[config.mk]
export PLATFORM = sky130hd
export DESIGN_NAME = main_flat
export DESIGN_NICKNAME = d
export VERILOG_FILES = /design/src/rtl/main_if.sv /design/src/rtl/main.sv /design/src/flat_wrapper.sv
export SDC_FILE = /design/constraint.sdc
export NUM_CORES = 1
export LEC_CHECK = 0
export ABC_AREA = 1
export CAP_MARGIN = 40
export CORE_ASPECT_RATIO = 0.9
export CORE_UTILIZATION = 50
export CTS_BUF_LIST = sky130_fd_sc_hd__clkbuf_8
export DETAILED_ROUTE_END_ITERATION = 10
export PLACE_DENSITY_LB_ADDON = 0.15
export SETUP_SLACK_MARGIN = 0.4
export SKIP_LAST_GASP = 1
export SLEW_MARGIN = 25
export SYNTH_ARGS = -nofsm -noshare
export SYNTH_HDL_FRONTEND = slang
export SYNTH_SLANG_ARGS = --single-unit
[constraint.sdc]
create_clock -name clk -period 3.35 [get_ports clk]
set_input_delay 0.5025 -clock clk [delete_from_list [all_inputs] [get_ports clk]]
set_output_delay 0.5025 -clock clk [all_outputs]
set_load 0.03 [all_outputs]
[src/rtl/main_if.sv]
// rtl/main_if.sv - keyboard controller I/O bundle
// Inputs come from the panel (keys, octave, song buttons, mode); outputs go to the speaker and display.
interface main_if;
   logic [2:0] mode_select;
   logic [6:0] key_in;
   logic [1:0] octave_keys;
   logic       next_song;
   logic       prev_song;
   logic       speaker;
   logic [6:0] song_num;
   logic [3:0] note_out;

   modport master (
      output mode_select, key_in, octave_keys, next_song, prev_song,
      input  speaker, song_num, note_out
   );

   modport slave (
      input  mode_select, key_in, octave_keys, next_song, prev_song,
      output speaker, song_num, note_out
   );
endinterface

[src/rtl/main.sv]
// rtl/main.sv - electronic keyboard controller: free play, auto play, learn mode
// Inputs are registered once; note, song and tone state are registered again before leaving the block.
module main #(
   parameter int CLK_HZ     = 50_000_000,
   parameter int NOTE_TICKS = 12_500_000,
   parameter int NUM_SONGS  = 4,
   parameter int SONG_LEN   = 16
) (
   input logic   clk,
   input logic   reset,
   main_if.slave bus
);

   localparam logic [6:0]  SONG_LAST = 7'(NUM_SONGS - 1);
   localparam logic [7:0]  IDX_LAST  = 8'(SONG_LEN - 1);
   localparam logic [31:0] TICK_LAST = 32'(NOTE_TICKS - 1);

   localparam logic [2:0] MODE_FREE  = 3'd0;
   localparam logic [2:0] MODE_AUTO  = 3'd1;
   localparam logic [2:0] MODE_LEARN = 3'd2;

   function automatic logic [31:0] half_of(input logic [3:0] deg, input logic [1:0] oct);
      logic [31:0] base;
      case (deg)
         4'd1:    base = 32'(CLK_HZ / 524);
         4'd2:    base = 32'(CLK_HZ / 588);
         4'd3:    base = 32'(CLK_HZ / 660);
         4'd4:    base = 32'(CLK_HZ / 698);
         4'd5:    base = 32'(CLK_HZ / 784);
         4'd6:    base = 32'(CLK_HZ / 880);
         4'd7:    base = 32'(CLK_HZ / 988);
         default: base = 32'd1;
      endcase
      if (oct == 2'b01)      half_of = base << 1;
      else if (oct == 2'b10) half_of = base >> 1;
      else                   half_of = base;
   endfunction

   // Entry = {octave, degree}; every song pattern repeats each 8 entries, slot 7 being a rest.
   function automatic logic [5:0] rom(input logic [6:0] song, input logic [2:0] p);
      logic [3:0] deg;
      logic [1:0] oct;
      oct = 2'b00;
      case (song)
         7'd0:    deg = {1'b0, p} + 4'd1;
         7'd1:    begin deg = 4'd7 - {1'b0, p}; oct = 2'b10; end
         7'd2:    begin deg = (({1'b0, p} * 4'd2) % 4'd7) + 4'd1; oct = 2'b01; end
         default: deg = p[0] ? 4'd5 : 4'd1;
      endcase
      if (p == 3'd7) deg = 4'd0;
      rom = {oct, deg};
   endfunction

   logic [2:0]  mode_q, mode_prev_q;
   logic [6:0]  key_q, key_prev_q;
   logic [1:0]  oct_q;
   logic        next_q, next_prev_q, prev_q, prev_prev_q;
   logic [6:0]  song_q, song_d;
   logic [7:0]  idx_q, idx_d;
   logic [31:0] tick_q, tick_d;
   logic [3:0]  note_q, note_d;
   logic [3:0]  tone_note_q, tone_note_d;
   logic [1:0]  tone_oct_q, tone_oct_d;
   logic [31:0] cnt_q, cnt_d;
   logic        spk_q, spk_d;

   logic        next_edge, prev_edge, clear;
   logic [7:0]  idx_cur, idx_next;
   logic [31:0] tick_cur, half;
   logic [5:0]  entry;
   logic [3:0]  key_deg;
   logic        key_single, key_press;

   always_comb begin
      next_edge = next_q & ~next_prev_q;
      prev_edge = prev_q & ~prev_prev_q;

      song_d = song_q;
      if (next_edge && !prev_edge)
         song_d = (song_q == SONG_LAST) ? 7'd0 : song_q + 7'd1;
      else if (prev_edge && !next_edge)
         song_d = (song_q == 7'd0) ? SONG_LAST : song_q - 7'd1;

      // A song or mode change restarts playback in the same cycle it is seen.
      clear    = (next_edge ^ prev_edge) || (mode_q != mode_prev_q);
      idx_cur  = clear ? 8'd0 : idx_q;
      tick_cur = clear ? 32'd0 : tick_q;
      idx_next = (idx_cur == IDX_LAST) ? 8'd0 : idx_cur + 8'd1;
      entry    = rom(song_d, idx_cur[2:0]);

      key_deg = 4'd0;
      for (int i = 6; i >= 0; i--)
         if (key_q[i]) key_deg = 4'(i + 1);
      key_single = (key_q != 7'd0) && ((key_q & (key_q - 7'd1)) == 7'd0);
      key_press  = key_single && ((key_q & key_prev_q) == 7'd0);

      idx_d       = idx_cur;
      tick_d      = tick_cur;
      note_d      = 4'd0;
      tone_note_d = 4'd0;
      tone_oct_d  = 2'b00;
      case (mode_q)
         MODE_FREE: begin
            note_d      = key_deg;
            tone_note_d = key_deg;
            tone_oct_d  = oct_q;
         end
         MODE_AUTO: begin
            note_d      = entry[3:0];
            tone_note_d = entry[3:0];
            tone_oct_d  = entry[5:4];
            if (tick_cur == TICK_LAST) begin
               tick_d = 32'd0;
               idx_d  = idx_next;
            end else begin
               tick_d = tick_cur + 32'd1;
            end
         end
         MODE_LEARN: begin
            note_d      = entry[3:0];
            tone_note_d = key_deg;
            tone_oct_d  = oct_q;
            if (entry[3:0] == 4'd0 || (key_press && key_deg == entry[3:0]))
               idx_d = idx_next;
         end
         default: ;
      endcase

      half = half_of(tone_note_q, tone_oct_q);
      if (tone_note_d != tone_note_q || tone_oct_d != tone_oct_q) begin
         cnt_d = 32'd0;
         spk_d = 1'b0;
      end else if (tone_note_q == 4'd0) begin
         cnt_d = 32'd0;
         spk_d = 1'b0;
      end else if (cnt_q == half - 32'd1) begin
         cnt_d = 32'd0;
         spk_d = ~spk_q;
      end else begin
         cnt_d = cnt_q + 32'd1;
         spk_d = spk_q;
      end
   end

   always_ff @(posedge clk) begin
      if (reset) begin
         mode_q      <= '0;
         mode_prev_q <= '0;
         key_q       <= '0;
         key_prev_q  <= '0;
         oct_q       <= '0;
         next_q      <= 1'b0;
         next_prev_q <= 1'b0;
         prev_q      <= 1'b0;
         prev_prev_q <= 1'b0;
         song_q      <= '0;
         idx_q       <= '0;
         tick_q      <= '0;
         note_q      <= '0;
         tone_note_q <= '0;
         tone_oct_q  <= '0;
         cnt_q       <= '0;
         spk_q       <= 1'b0;
      end else begin
         mode_q      <= bus.mode_select;
         mode_prev_q <= mode_q;
         key_q       <= bus.key_in;
         key_prev_q  <= key_q;
         oct_q       <= bus.octave_keys;
         next_q      <= bus.next_song;
         next_prev_q <= next_q;
         prev_q      <= bus.prev_song;
         prev_prev_q <= prev_q;
         song_q      <= song_d;
         idx_q       <= idx_d;
         tick_q      <= tick_d;
         note_q      <= note_d;
         tone_note_q <= tone_note_d;
         tone_oct_q  <= tone_oct_d;
         cnt_q       <= cnt_d;
         spk_q       <= spk_d;
      end
   end

   assign bus.speaker  = spk_q;
   assign bus.song_num = song_q;
   assign bus.note_out = note_q;

endmodule

[src/flat_wrapper.sv]
// flat-port wrapper written by rule: the top's interface ports become plain ports
module main_flat 
#(
   parameter int CLK_HZ     = 50_000_000,
   parameter int NOTE_TICKS = 12_500_000,
   parameter int NUM_SONGS  = 4,
   parameter int SONG_LEN   = 16
)
  (clk, reset, bus_mode_select, bus_key_in, bus_octave_keys, bus_next_song, bus_prev_song, bus_speaker, bus_song_num, bus_note_out);
  main_if bus_i ();
  input logic clk;
  input logic reset;
  input wire logic [$bits(bus_i.mode_select)-1:0] bus_mode_select;
  input wire logic [$bits(bus_i.key_in)-1:0] bus_key_in;
  input wire logic [$bits(bus_i.octave_keys)-1:0] bus_octave_keys;
  input wire logic [$bits(bus_i.next_song)-1:0] bus_next_song;
  input wire logic [$bits(bus_i.prev_song)-1:0] bus_prev_song;
  output wire logic [$bits(bus_i.speaker)-1:0] bus_speaker;
  output wire logic [$bits(bus_i.song_num)-1:0] bus_song_num;
  output wire logic [$bits(bus_i.note_out)-1:0] bus_note_out;
  assign bus_i.mode_select = bus_mode_select;
  assign bus_i.key_in = bus_key_in;
  assign bus_i.octave_keys = bus_octave_keys;
  assign bus_i.next_song = bus_next_song;
  assign bus_i.prev_song = bus_prev_song;
  assign bus_speaker = bus_i.speaker;
  assign bus_song_num = bus_i.song_num;
  assign bus_note_out = bus_i.note_out;
  main #(.CLK_HZ(CLK_HZ), .NOTE_TICKS(NOTE_TICKS), .NUM_SONGS(NUM_SONGS), .SONG_LEN(SONG_LEN)) u_core (.clk(clk), .reset(reset), .bus(bus_i));
endmodule
# Word level (Yosys, flattened, before mapping)

Index checks and enable logic that the tools add are counted.

Flip-flop bits (word level): 116
Output and inout port bits: 12
Bits in read-only memories: 0
Bits of input ports: 16
Memories kept: 0
Bits in writable memories: 0
Latch bits: 0
Logic and storage cells: 109

Order comparisons: 0
Multiplexer cells: 29
Add/sub/neg operators: 10
Shifts and indexed selects: 0
Div/mod/pow operators: 1
Eq/ne operators: 22
Bitwise logic cells: 8
Multiply operators: 0
Reduce and logical (&&, ||, !) cells: 22

Operators by type and width:

| kind                                                                 | number |
|---|---|
| 32-bit 2-to-1 mux                                                    | 4 |
| 17-bit one-hot mux with 7 select lines                               | 1 |
| 32-bit by 1-bit adder with 32-bit output, second input constant      | 2 |
| 32-bit by 24-bit == test with 1-bit output, second input constant    | 1 |
| 32-bit == test                                                       | 1 |
| 8-bit 2-to-1 mux                                                     | 4 |
| 32-bit by 1-bit subtractor with 32-bit output, second input constant | 1 |
| 7-bit zero test                                                      | 4 |
| 7-bit 2-to-1 mux                                                     | 4 |
| 3-bit 2-to-1 mux                                                     | 8 |
| 17-bit 2-to-1 mux                                                    | 1 |
| 4-bit by 3-bit == test with 1-bit output, second input constant      | 4 |
| 4-bit one-hot mux with 2 select lines                                | 2 |
| 8-bit one-hot mux with 2 select lines                                | 1 |
| 7-bit bitwise AND                                                    | 2 |
| 7-bit by 2-bit == test with 1-bit output, second input constant      | 2 |
| 7-bit by 1-bit subtractor with 7-bit output, second input constant   | 2 |
| 4-bit one-hot mux with 3 select lines                                | 1 |
| 8-bit by 1-bit adder with 8-bit output, second input constant        | 1 |
| 4-bit by 2-bit == test with 1-bit output, second input constant      | 2 |
| 8-bit by 4-bit == test with 1-bit output, second input constant      | 1 |
| 4-bit zero test                                                      | 2 |
| 2-bit one-hot mux with 2 select lines                                | 2 |
| 7-bit by 1-bit adder with 7-bit output, second input constant        | 1 |
| 27 further kinds                                                     | 38 |

# Logic depth before layout (Yosys ltp)

Gate-level depths: netlist of run 1.

Depth in word-level cells: 14
Gate-level depth with buffers: 33
Depth with buffers taken out: 32

# Worst setup path before layout of run 1

No wires, ideal clock.

Path type: flip-flop to flip-flop
From: register u_core.prev_q
To: register u_core.cnt_q[26]
Cell stages (with the launch flop): 32
Required time: 3.283 ns
Period minus slack after synthesis: 3.502 ns
Arrival time: 3.436 ns
Setup slack: -0.152 ns
Library setup time: 0.067 ns
Buffers on the path: 1
Cells stage by stage: dfxtp_1 > inv_1 > nor2_1 > inv_1 > ha_1 > o21ai_0 > nor2_1 > nand2_2 > inv_2 > nand2_1 > inv_1 > ha_1 > ha_1 > inv_1 > nand2_1 > a21oi_1 > nand2_1 > nand2_1 > ha_1 > nand3_2 > nand2_2 > nand2_1 > nand2_1 > inv_2 > nand2_1 > nand3_1 > nor2_1 > nand2_1 > nor2_4 > nand2_4 > buf_6 > a21oi_2

Word-level cells in the longest chain between the ends: 12
Elaborated cells between the ends (all ways): 27
Those cells by class: add/sub: 3; div: 1; eq/ne: 5; mux: 9; bitwise: 2; reduce/logical: 7

RTL lines:

| what                                    | RTL line    | source |
|---|---|---|
| start, declared                         | main.sv:57  | `logic next_q, next_prev_q, prev_q, prev_prev_q;` |
| start signal, assigned                  | main.sv:172 | `prev_q <= bus.prev_song;` |
| 1-bit bitwise AND *                     | main.sv:76  | `prev_edge = prev_q & ~prev_prev_q;` |
| 1-bit bitwise XOR                       | main.sv:85  | `clear = (next_edge ^ prev_edge) \|\| (mode_q != mode_prev_q);` |
| 1-bit logical OR                        | main.sv:85  |  |
| 8-bit 2-to-1 mux                        | main.sv:86  | `idx_cur = clear ? 8'd0 : idx_q;` |
| 4-bit by 3-bit modulo with 4-bit output | main.sv:47  | `7'd2: begin deg = (({1'b0, p} * 4'd2) % 4'd7) + 4'd1; oct = 2'b01; end` |
| 4-bit by 1-bit adder with 4-bit output  | main.sv:47  |  |
| 4-bit one-hot mux with 3 select lines   | main.sv:44  | `case (song)` |
| 4-bit 2-to-1 mux                        | main.sv:50  | `if (p == 3'd7) deg = 4'd0;` |
| 4-bit one-hot mux with 2 select lines   | main.sv:102 | `case (mode_q)` |
| 4-bit inequality test                   | main.sv:130 | `if (tone_note_d != tone_note_q \|\| tone_oct_d != tone_oct_q) begin` |
| 1-bit logical OR *                      | main.sv:130 |  |
| 4-bit OR reduction (no source line) *   | --          |  |
| end signal, assigned                    | main.sv:180 | `cnt_q <= cnt_d;` |
| end, declared                           | main.sv:64  | `logic [31:0] cnt_q, cnt_d;` |

Mark *: on every way between the ends. The rest lies on a longest branch, timed or not.
A chain may end at the register's enable or synchronous reset.

# Final worst setup path of run 1

From: register u_core.prev_q
To: register u_core.cnt_q[10]

The elaborated chain is that of the path after synthesis.

==> results of run 1 <==
-- kinds of logic after synthesis --
| kind of cell | share of synthesized area, % |
|---|---|
| xor+xnor | 7.246 |
| compound gates | 8.712 |
| fa+ha+maj | 1.752 |
| simple gates | 40.25 |
| buf+inv | 12.49 |
| flops | 29.56 |
-- per-stage QoR --
stage                     cells  setup TNS (ns)  power, W  util (%)
after floorplan            1241               0  0.002213         -
after global placement     1503          -3.254  0.002487     56.87
after detailed placement   1503          -7.524  0.002494     56.87
after CTS                  1564          -5.750  0.003845     62.64
after global routing       1578          -14.60  0.004135     65.07
final                      1578          -5.594  0.003919     65.07
-- where the power goes --
group | total, W | switching, W | leakage, nW | internal (W)
sequential | 0.00145 | 0.0000326 | 0.943 | 0.00142
clock | 0.00127 | 0.000562 | 0.195 | 0.000713
combinational | 0.00119 | 0.000716 | 3.03 | 0.000479
-- metal layers --
layer,vias up,track usage [%],share of wire (%)
met5,-,0,0
met4,0,7.093,1.1
met3,17,4.344,4.9
met2,186,39.48,46
met1,3626,34.37,48
li1,4159,-,-
-- how the worst max path moves through the flow --
stage / startpoint / end / slack, ns / depth (start not counted)
2_1_floorplan: u_core.prev_q / u_core.cnt_q[26] / 0.06 / 32
3_3_place_gp: u_core.prev_q / u_core.idx_q[0] / -0.12 / 31
3_5_place_dp: u_core.prev_q / u_core.cnt_q[5] / -0.22 / 31
4_1_cts: u_core.prev_q / u_core.cnt_q[10] / -0.18 / 31
5_1_grt: u_core.prev_q / u_core.cnt_q[10] / -0.39 / 32
6_report: u_core.prev_q / u_core.cnt_q[10] / -0.18 / 32
-- cell usage in the layout, fill, tap and decap left out, drive strengths merged, types with 4 or more instances in the layout --
cell,count
nor3,37
nand2,275
a21oi,51
nand4,25
o21ai,30
dfxtp,116
o211ai,5
ha,11
nor3b,4
xnor2,9
clkbuf,17
nor4,16
o22ai,7
inv,220
clkinv,7
nand3,94
nor2,225
nand3b,6
a31oi,4
clkdlybuf4s50,26
xor2,56
or2,7
buf,102
-- flip-flops by register name, indices dropped and copies added (netlist names), 3 cells and up --
name                 flops
u_core.cnt_q            32
u_core.tick_q           32
u_core.idx_q             8
u_core.bus.song_num      7
u_core.key_prev_q        7
u_core.key_q             7
u_core.bus.note_out      4
u_core.tone_note_q       4
u_core.mode_prev_q       3
u_core.mode_q            3
-- what timing repair did --
item	4_1_cts	5_1_grt
hold buffers	0	0
buffers inserted	27	14
endpoints found under the setup margin	66	76
pin swaps	28	32
cloned	4	0
resized for setup	52	63
-- final cells by class --
cell class                      count  area, µm²
Clock buffer                       17      234.0
Clock inverter                     13      145.1
Fill cell                        1400       5375
Inverter                          220      830.8
Multi-Input combinational cell    881       5064
Sequential cell                   116       2325
Tap cell                          202      252.7
Timing Repair Buffer              129       1161
-- worst max-delay path: cells and delay by family (launching register included) --
kind            cells  cell delay (ns)
fa+ha+maj           4             0.68
buf+inv             8             0.57
flops               1             0.32
simple gates       17             1.62
compound gates      3             0.25
==> impl_metrics.env, run 1 <==
export IMPL_status="finished with violations"
export IMPL_violations="setup timing"
export IMPL_setup_slack_ns=-0.1796
export IMPL_whs_path_depth=2
export IMPL_antenna_cells=0
export IMPL_reg2reg_from="u_core.prev_q"
export IMPL_hold_viol_final=0
export IMPL_max_cap_violations=0
export IMPL_area_growth_pct=27.44
export IMPL_reg2reg_depth=32
export IMPL_wl_per_cell_um=12.52
export IMPL_max_slew_margin_pct=57.20
export IMPL_dp_slack_ns=-0.2231
export IMPL_clock_sinks=116
export IMPL_drt_wl_total_mm=19.76
export IMPL_synth_cell_types=51
export IMPL_dpl_cell_area_um2=8751
export IMPL_p_per_area_nw_per_um2=391.4
export IMPL_min_from="u_core.prev_q"
export IMPL_critPathRequiredTime_ns=3.72
export IMPL_end_kind="flip-flop"
export IMPL_grt_max_degree=47
export IMPL_yosys_area_top_type="dfxtp_1"
export IMPL_synth_main_ff_cell="dfxtp_1"
export IMPL_crit_path_top_delay_cell="dfxtp_2"
export IMPL_first_pass_iters=5
export IMPL_initial_utilization_pct=51.06
export IMPL_synth_fp_nets=1268
export IMPL_finalHoldWorstSlack_ns=0.4650
export IMPL_ys_warn_count=0
export IMPL_synth_area_um2=7856
export IMPL_async_reset_ff_share_pct=0
export IMPL_cts_path_max_buffers=2
export IMPL_setup_viol=41
export IMPL_power_leakage_nw=4.165
export IMPL_ir_worst_vdd_mv=0.2615
export IMPL_via_per_inst=5.062
export IMPL_io_buffers=27
export IMPL_yosysTopAreaCellShare_pct=29.56
export IMPL_final_nets=1392
export IMPL_dr_total_vias=7988
export IMPL_finClkSkew_ns=0.01057
export IMPL_synthTopCellsByArea="dfxtp_1 30%, nand2_1 12%, inv_1 9.8%"
export IMPL_grt_first_pass_wirelength_mm=32.73
export IMPL_synth_edf_count=0
export IMPL_syn_inst=1241
export IMPL_rrSetupSlack_ns=-0.18
export IMPL_die_w_um=134.1
export IMPL_antenna_found_initial=0
export IMPL_dieHeight_um=120.9
export IMPL_grt_pass1_vias=7208
export IMPL_seq_area_frac_synth_pct=29.56
export IMPL_synth_most_common_cell="nand2_1"
export IMPL_cts_buffers_inserted=17
export IMPL_rsz0062_at_grt="true"
export IMPL_worstHoldEndpoint="u_core.prev_prev_q"
export IMPL_critPathMaxFanout=7
export IMPL_period_share_pct=105.4
export IMPL_synth_common_cells="253 x nand2_1, 206 x inv_1, 183 x nor2_1"
export IMPL_ys_ff_latch=116
export IMPL_die_area_um2=16220
export IMPL_cp_start_kind="flip-flop"
export IMPL_cts_tree="built"
export IMPL_worstSetupPathType="reg -> reg"
export IMPL_synth_avg_cell_area_um2=6.331
export IMPL_hp_class="reg -> reg"
export IMPL_ant_nets=0
export IMPL_core_area_um2=15390
export IMPL_worst_pin_slew_ns=0.6361
export IMPL_fin_crit_ns=3.530
export IMPL_max_freq_mhz=283.3
export IMPL_route_detailed_drc=0
export IMPL_finalMaxSlewViolations=0
export IMPL_cpPeakStageDelay_ns=0.32
export IMPL_grt_use_total_pct=24.84
export IMPL_h_tree_depth=4
export IMPL_io_pin_count=28
export IMPL_row_count=43
export IMPL_initialDrtViolationCount=415
export IMPL_r2r_end="u_core.cnt_q[10]"
export IMPL_final_area_um2=10010
export IMPL_cts_root_buffer_cell="clkbuf_8"
export IMPL_hpwl_mm=13.71
export IMPL_path_clk_slew_ns=0.07
export IMPL_routabilityCongestion=0.8765
export IMPL_drive_above_1_share_pct=21.95
export IMPL_insertion_delay_ns=0.44
export IMPL_overflow=0
export IMPL_crit_arrival_ns=3.90
Note: power is estimated with default switching activity, not from simulation.
==> inputs of run 2 (changes only) <==
--- a/config.mk
+++ b/config.mk
@@ -8,7 +8,7 @@
 export ABC_AREA = 1
 export CAP_MARGIN = 40
 export CORE_ASPECT_RATIO = 0.9
-export CORE_UTILIZATION = 50
+export CORE_UTILIZATION = 55
 export CTS_BUF_LIST = sky130_fd_sc_hd__clkbuf_8
 export DETAILED_ROUTE_END_ITERATION = 10
 export PLACE_DENSITY_LB_ADDON = 0.15
==> run 2 against run 1 <==
The run still ends with setup timing left. Critical path depth down 1. Clock skew is essentially flat. Sequential share of layout area increased by 0.22 points. Core utilization rose by 5.8 points. Power up 1.0%. Via count up 1.6%. Worst hold slack worse by 0.057 ns. Count of clock-buffer cells in the layout grew 2. Critical endpoint is now u_core.cnt_q[5]. Largest power group unchanged.
==> impl_metrics.env, run 2 (same netlist as run 1, synthesis figures left out) <==
export IMPL_worstSetupPathType="reg -> reg"
export IMPL_critPathRequiredTime_ns=3.73
export IMPL_dr_wl_met2_mm=9.046
export IMPL_setup_slack_ns=-0.1481
export IMPL_cp_start_kind="flip-flop"
export IMPL_hold_viol_final=0
export IMPL_h_tree_depth=4
export IMPL_finClkSkew_ns=0.01014
export IMPL_antenna_found_initial=0
export IMPL_row_count=41
export IMPL_min_from="reset"
export IMPL_hp_class="in -> reg"
export IMPL_violations="setup timing"
export IMPL_period_share_pct=104.4
export IMPL_final_cell_mix="232 x nand2_1, 202 x inv_1, 176 x nor2_1, 114 x dfxtp_1, 86 x buf_4"
export IMPL_drive_above_1_share_pct=21.92
export IMPL_met1Wirelength_mm=9.718
export IMPL_ant_nets=0
export IMPL_via_per_inst=5.183
export IMPL_finalMaxSlewViolations=0
export IMPL_io_buffers=27
export IMPL_clock_sinks=116
export IMPL_insertion_delay_ns=0.45
export IMPL_grt_use_total_pct=27.08
export IMPL_max_cap_violations=0
export IMPL_die_area_um2=14770
export IMPL_grt_pass1_vias=7202
export IMPL_antenna_cells=0
export IMPL_initialDrtViolationCount=734
export IMPL_end_kind="flip-flop"
export IMPL_final_common_cell="nand2_1"
export IMPL_instances_no_fill=1566
export IMPL_crit_path_frequent_cell="nand2_2"
export IMPL_cpPeakStageDelay_ns=0.33
export IMPL_hpwl_mm=13.94
export IMPL_highest_layer="met4"
export IMPL_critPathMaxFanout=7
export IMPL_ir_worst_vdd_mv=0.2934
export IMPL_dieHeight_um=115.4
export IMPL_dr_wl_met3_mm=1.086
export IMPL_p_per_area_nw_per_um2=399.1
export IMPL_cts_tree="built"
export IMPL_max_slew_margin_pct=56.59
export IMPL_setup_viol=41
export IMPL_grt_max_degree=58
export IMPL_seq_area_um2=2325
export IMPL_dr_total_vias=8116
export IMPL_core_area_um2=14000
export IMPL_finalHoldWorstSlack_ns=0.4078
export IMPL_whs_path_depth=2
export IMPL_rsz0062_at_grt="true"
export IMPL_final_area_um2=9918
export IMPL_status="finished with violations"
export IMPL_cts_buffers_inserted=17
export IMPL_fin_crit_ns=3.498
export IMPL_rrSetupSlack_ns=-0.15
export IMPL_first_pass_iters=5
export IMPL_hold_buffers=0
export IMPL_routabilityCongestion=0.8921
export IMPL_max_freq_mhz=285.9
export IMPL_dp_cells=1498
export IMPL_worstHoldEndpoint="u_core.key_prev_q[2]"
export IMPL_initial_utilization_pct=56.10
export IMPL_die_w_um=128.0
export IMPL_multi_input_area_um2=5057
export IMPL_crit_arrival_ns=3.88
export IMPL_drt_wl_total_mm=20.15
export IMPL_route_detailed_drc=0
export IMPL_totalNegativeSetupSlack_ns=-4.706
export IMPL_fillCellCount=1171
export IMPL_worst_pin_slew_ns=0.6511
export IMPL_top_regs="u_core.cnt_q (32), u_core.tick_q (32), u_core.idx_q (8)"
export IMPL_power_leakage_nw=4.154
export IMPL_cts_path_max_buffers=2
export IMPL_io_pin_count=28
export IMPL_p_total_w=0.003958
export IMPL_final_nets=1387
export IMPL_overflow=0
export IMPL_dpl_cell_area_um2=8757
export IMPL_path_clk_slew_ns=0.07
export IMPL_reg2reg_from="u_core.prev_q"
export IMPL_r2r_end="u_core.cnt_q[5]"
export IMPL_wl_per_cell_um=12.87
export IMPL_area_growth_pct=26.25
export IMPL_grt_first_pass_wirelength_mm=32.21
export IMPL_reg2reg_depth=31
export IMPL_crit_path_top_delay_cell="dfxtp_2"
export IMPL_cts_root_buffer_cell="clkbuf_8"
## run 2: stage by stage
step / worst slack, ns / utilization (%)
after global routing: -0.3557 / 70.82
final: -0.1481 / 70.82
after CTS: -0.1547 / 66.77
after global placement: -0.06720 / 62.53
after detailed placement: -0.1933 / 62.53
after floorplan: 0.05693 / -
## run 2: worst max path at each step
| stage | start | end | slack, ns | cells past startpoint |
|---|---|---|---|---|
| after floorplan | u_core.prev_q | u_core.cnt_q[26] | 0.06 | 32 |
| after global placement | u_core.prev_q | u_core.idx_q[0] | -0.07 | 30 |
| after detailed placement | u_core.prev_q | u_core.cnt_q[5] | -0.19 | 31 |
| after CTS | u_core.prev_q | u_core.cnt_q[5] | -0.15 | 31 |
| after global routing | u_core.prev_q | u_core.cnt_q[26] | -0.36 | 32 |
| final | u_core.prev_q | u_core.cnt_q[5] | -0.15 | 31 |
## run 2: worst max-delay path: cells and delay by family, from the launching register on
family          cells  cell delay (ns)
flops               1             0.33
fa+ha+maj           4             0.83
buf+inv             7             0.55
simple gates       17             1.49
compound gates      3             0.20
## run 2: per-layer routing
| layer | global-route usage, % | vias up |
|---|---|---|
| li1 | - | 4147 |
| met3 | 4.560 | 35 |
| met4 | 8.863 | 0 |
| met5 | 0 | - |
| met2 | 43.04 | 243 |
| met1 | 37.36 | 3691 |
## run 2: power by group
part	internal, W	total, W	switching (W)
clock network	0.000683	0.00124	0.000561
registers	0.00142	0.00145	0.0000350
logic	0.000495	0.00126	0.000769
total	0.00259	0.00396	0.00136
## run 2: timing repair
action                     in CTS  in global routing
resized for setup              20                 91
cloned                          1                  2
buffers inserted               17                 16
setup endpoints to repair      59                 75
pin swaps                      10                 26
## run 2: cell type report
cell class	count	area share, %
multi-input combinational	881	50.99
sequential	116	23.44
timing repair buffer	124	10.92
inverter	220	8.376
clock buffer	19	2.637
tap	193	2.435
clock inverter	13	1.198
==> inputs of run 3 (changes only) <==
--- a/config.mk
+++ b/config.mk
@@ -8,7 +8,7 @@
 export ABC_AREA = 1
 export CAP_MARGIN = 40
 export CORE_ASPECT_RATIO = 0.9
-export CORE_UTILIZATION = 55
+export CORE_UTILIZATION = 58
 export CTS_BUF_LIST = sky130_fd_sc_hd__clkbuf_8
 export DETAILED_ROUTE_END_ITERATION = 10
 export PLACE_DENSITY_LB_ADDON = 0.15
==> run 3 against run 2 <==
The flow still finishes with violations (setup timing). Count of clock-buffer cells in the layout did not move. Via count rose by 2.6%. Global-route usage rose by 2.5 points. Combinational power increased by 6%. Critical path type unchanged.
==> impl_metrics.env, run 3 (same netlist as run 1, synthesis figures left out) <==
export IMPL_status="finished with violations"
export IMPL_violations="setup timing"
export IMPL_critPathRequiredTime_ns=3.73
export IMPL_dpl_cell_area_um2=8661
export IMPL_initial_utilization_pct=60.75
export IMPL_cts_root_buffer_cell="clkbuf_8"
export IMPL_final_area_um2=10040
export IMPL_hold_buffers=0
export IMPL_cts_tree="built"
export IMPL_wl_per_cell_um=14.26
export IMPL_finalMaxSlewViolations=0
export IMPL_insertion_delay_ns=0.45
export IMPL_grt_use_total_pct=29.60
export IMPL_end_kind="flip-flop"
export IMPL_crit_arrival_ns=3.81
export IMPL_rsz0062_at_grt="true"
export IMPL_cpPeakStageDelay_ns=0.33
export IMPL_die_w_um=124.7
export IMPL_path_clk_slew_ns=0.07
export IMPL_dr_total_vias=8329
export IMPL_die_area_um2=14020
export IMPL_max_freq_mhz=291.6
export IMPL_max_cap_violations=0
export IMPL_final_cell_mix="226 x nand2_1, 199 x inv_1, 166 x nor2_1, 112 x dfxtp_1, 74 x buf_4"
export IMPL_crit_path_top_delay_cell="dfxtp_2"
export IMPL_cts_path_max_buffers=2
export IMPL_fillCellCount=912
export IMPL_instances_no_fill=1527
export IMPL_p_per_area_nw_per_um2=418.7
export IMPL_grt_first_pass_wirelength_mm=33.96
export IMPL_worst_pin_slew_ns=0.6071
export IMPL_ir_worst_vdd_mv=0.2631
export IMPL_fin_crit_ns=3.429
export IMPL_max_slew_margin_pct=59.15
export IMPL_antenna_found_initial=0
export IMPL_dp_cells=1461
export IMPL_worst_path_buf_inv=7
export IMPL_hpwl_mm=13.70
export IMPL_finClkSkew_ns=0.01244
export IMPL_drive_above_1_share_pct=23.48
export IMPL_top_regs="u_core.cnt_q (32), u_core.tick_q (32), u_core.idx_q (8)"
export IMPL_hp_class="reg -> reg"
export IMPL_crit_path_frequent_cell="nand2_2"
export IMPL_critPathMaxFanout=8
export IMPL_grt_max_degree=44
export IMPL_setup_viol=39
export IMPL_io_buffers=27
export IMPL_first_pass_iters=5
export IMPL_path_delay_family="simple AND/OR/NAND/NOR gates"
export IMPL_initialDrtViolationCount=775
export IMPL_routabilityCongestion=0.9311
export IMPL_worstSetupPathType="reg -> reg"
export IMPL_dieHeight_um=112.4
export IMPL_final_common_cell="nand2_1"
export IMPL_clock_sinks=116
export IMPL_area_growth_pct=27.81
export IMPL_core_area_um2=12930
export IMPL_ant_nets=0
export IMPL_period_share_pct=102.4
export IMPL_power_leakage_nw=4.180
export IMPL_hold_viol_final=0
export IMPL_via_per_inst=5.454
export IMPL_row_count=39
export IMPL_final_nets=1377
export IMPL_utilization_pct=77.65
export IMPL_cts_buffers_inserted=17
export IMPL_io_pin_count=28
export IMPL_cp_start_kind="flip-flop"
export IMPL_drt_wl_total_mm=21.78
export IMPL_setup_slack_ns=-0.07911
export IMPL_antenna_cells=0
export IMPL_route_detailed_drc=0
export IMPL_h_tree_depth=4
export IMPL_grt_pass1_vias=7459
export IMPL_overflow=0
==> run 3: cell count changes in the layout (fill, tap and decap cells not counted), sizes merged <==
cell	delta
inv	+1
nand2	+1
clkinv	-3
clkbuf	-1
bufbuf	+1
buf	-11
bufinv	+2
==> run 3: worst register-to-register path, delay by kind of cell, from the launching register on <==
family | cells | cell delay [ns]
compound gates | 2 | 0.20
fa+ha+maj | 3 | 0.55
buf+inv | 7 | 0.58
flops | 1 | 0.33
simple gates | 18 | 1.69
==> run 3: layer usage <==
layer  global-route usage, %  part of all wire [%]  routed length, µm
met5                       0                     0                  0
met4                   10.84                   2.2                471
met3                   6.339                   7.3               1598
met2                   46.08                    46              10080
met1                   40.33                    44               9625
==> run 3: cell type report <==
class	count	area [µm²]	share of cell area, %
multi-input cells	882	5229	52.07
flip-flops and latches	116	2330	23.20
repair buffers	113	1017	10.13
inverters	220	830.8	8.274
clock buffers	19	261.5	2.604
well taps	164	205.2	2.044
clock inverters	13	167.7	1.670
==> run 3: timing repair <==
action	in CTS	in global routing
gates cloned	3	1
resized for setup	56	102
endpoints found under the setup margin	52	72
buffers inserted	20	10
hold endpoints to repair	0	0
pin swaps	30	29
==> run 3: worst paths after layout <==
check,startpoint,end,slack (ns),depth (start not counted)
setup / recovery,u_core.prev_q,u_core.idx_q[5],-0.08,30
hold / removal,u_core.key_q[6],u_core.key_prev_q[6],0.46,2
setup reg to reg,u_core.prev_q,u_core.idx_q[5],-0.08,30
hold reg to reg,u_core.key_q[6],u_core.key_prev_q[6],0.46,2
==> run 3: through the flow <==
step | total power, W | hold slack [ns] | setup TNS (ns) | setup WS [ns]
2_1_floorplan | 0.002213 | 0.4104 | 0 | 0.05693
3_3_place_gp | 0.002489 | 0.4221 | -0.5750 | -0.04835
3_5_place_dp | 0.002501 | 0.4336 | -5.378 | -0.1695
4_1_cts | 0.004006 | 0.4597 | -0.6495 | -0.05211
5_1_grt | 0.004394 | 0.4939 | -9.952 | -0.2907
6_report | 0.004204 | 0.4590 | -1.151 | -0.07911
==> run 3: power by group <==
| group | switching (W) | total [W] | internal (W) |
|---|---|---|---|
| clock | 0.000576 | 0.00141 | 0.000835 |
| combinational | 0.000823 | 0.00134 | 0.000514 |
| sequential | 0.0000392 | 0.00146 | 0.00142 |
| total | 0.00144 | 0.00420 | 0.00277 |
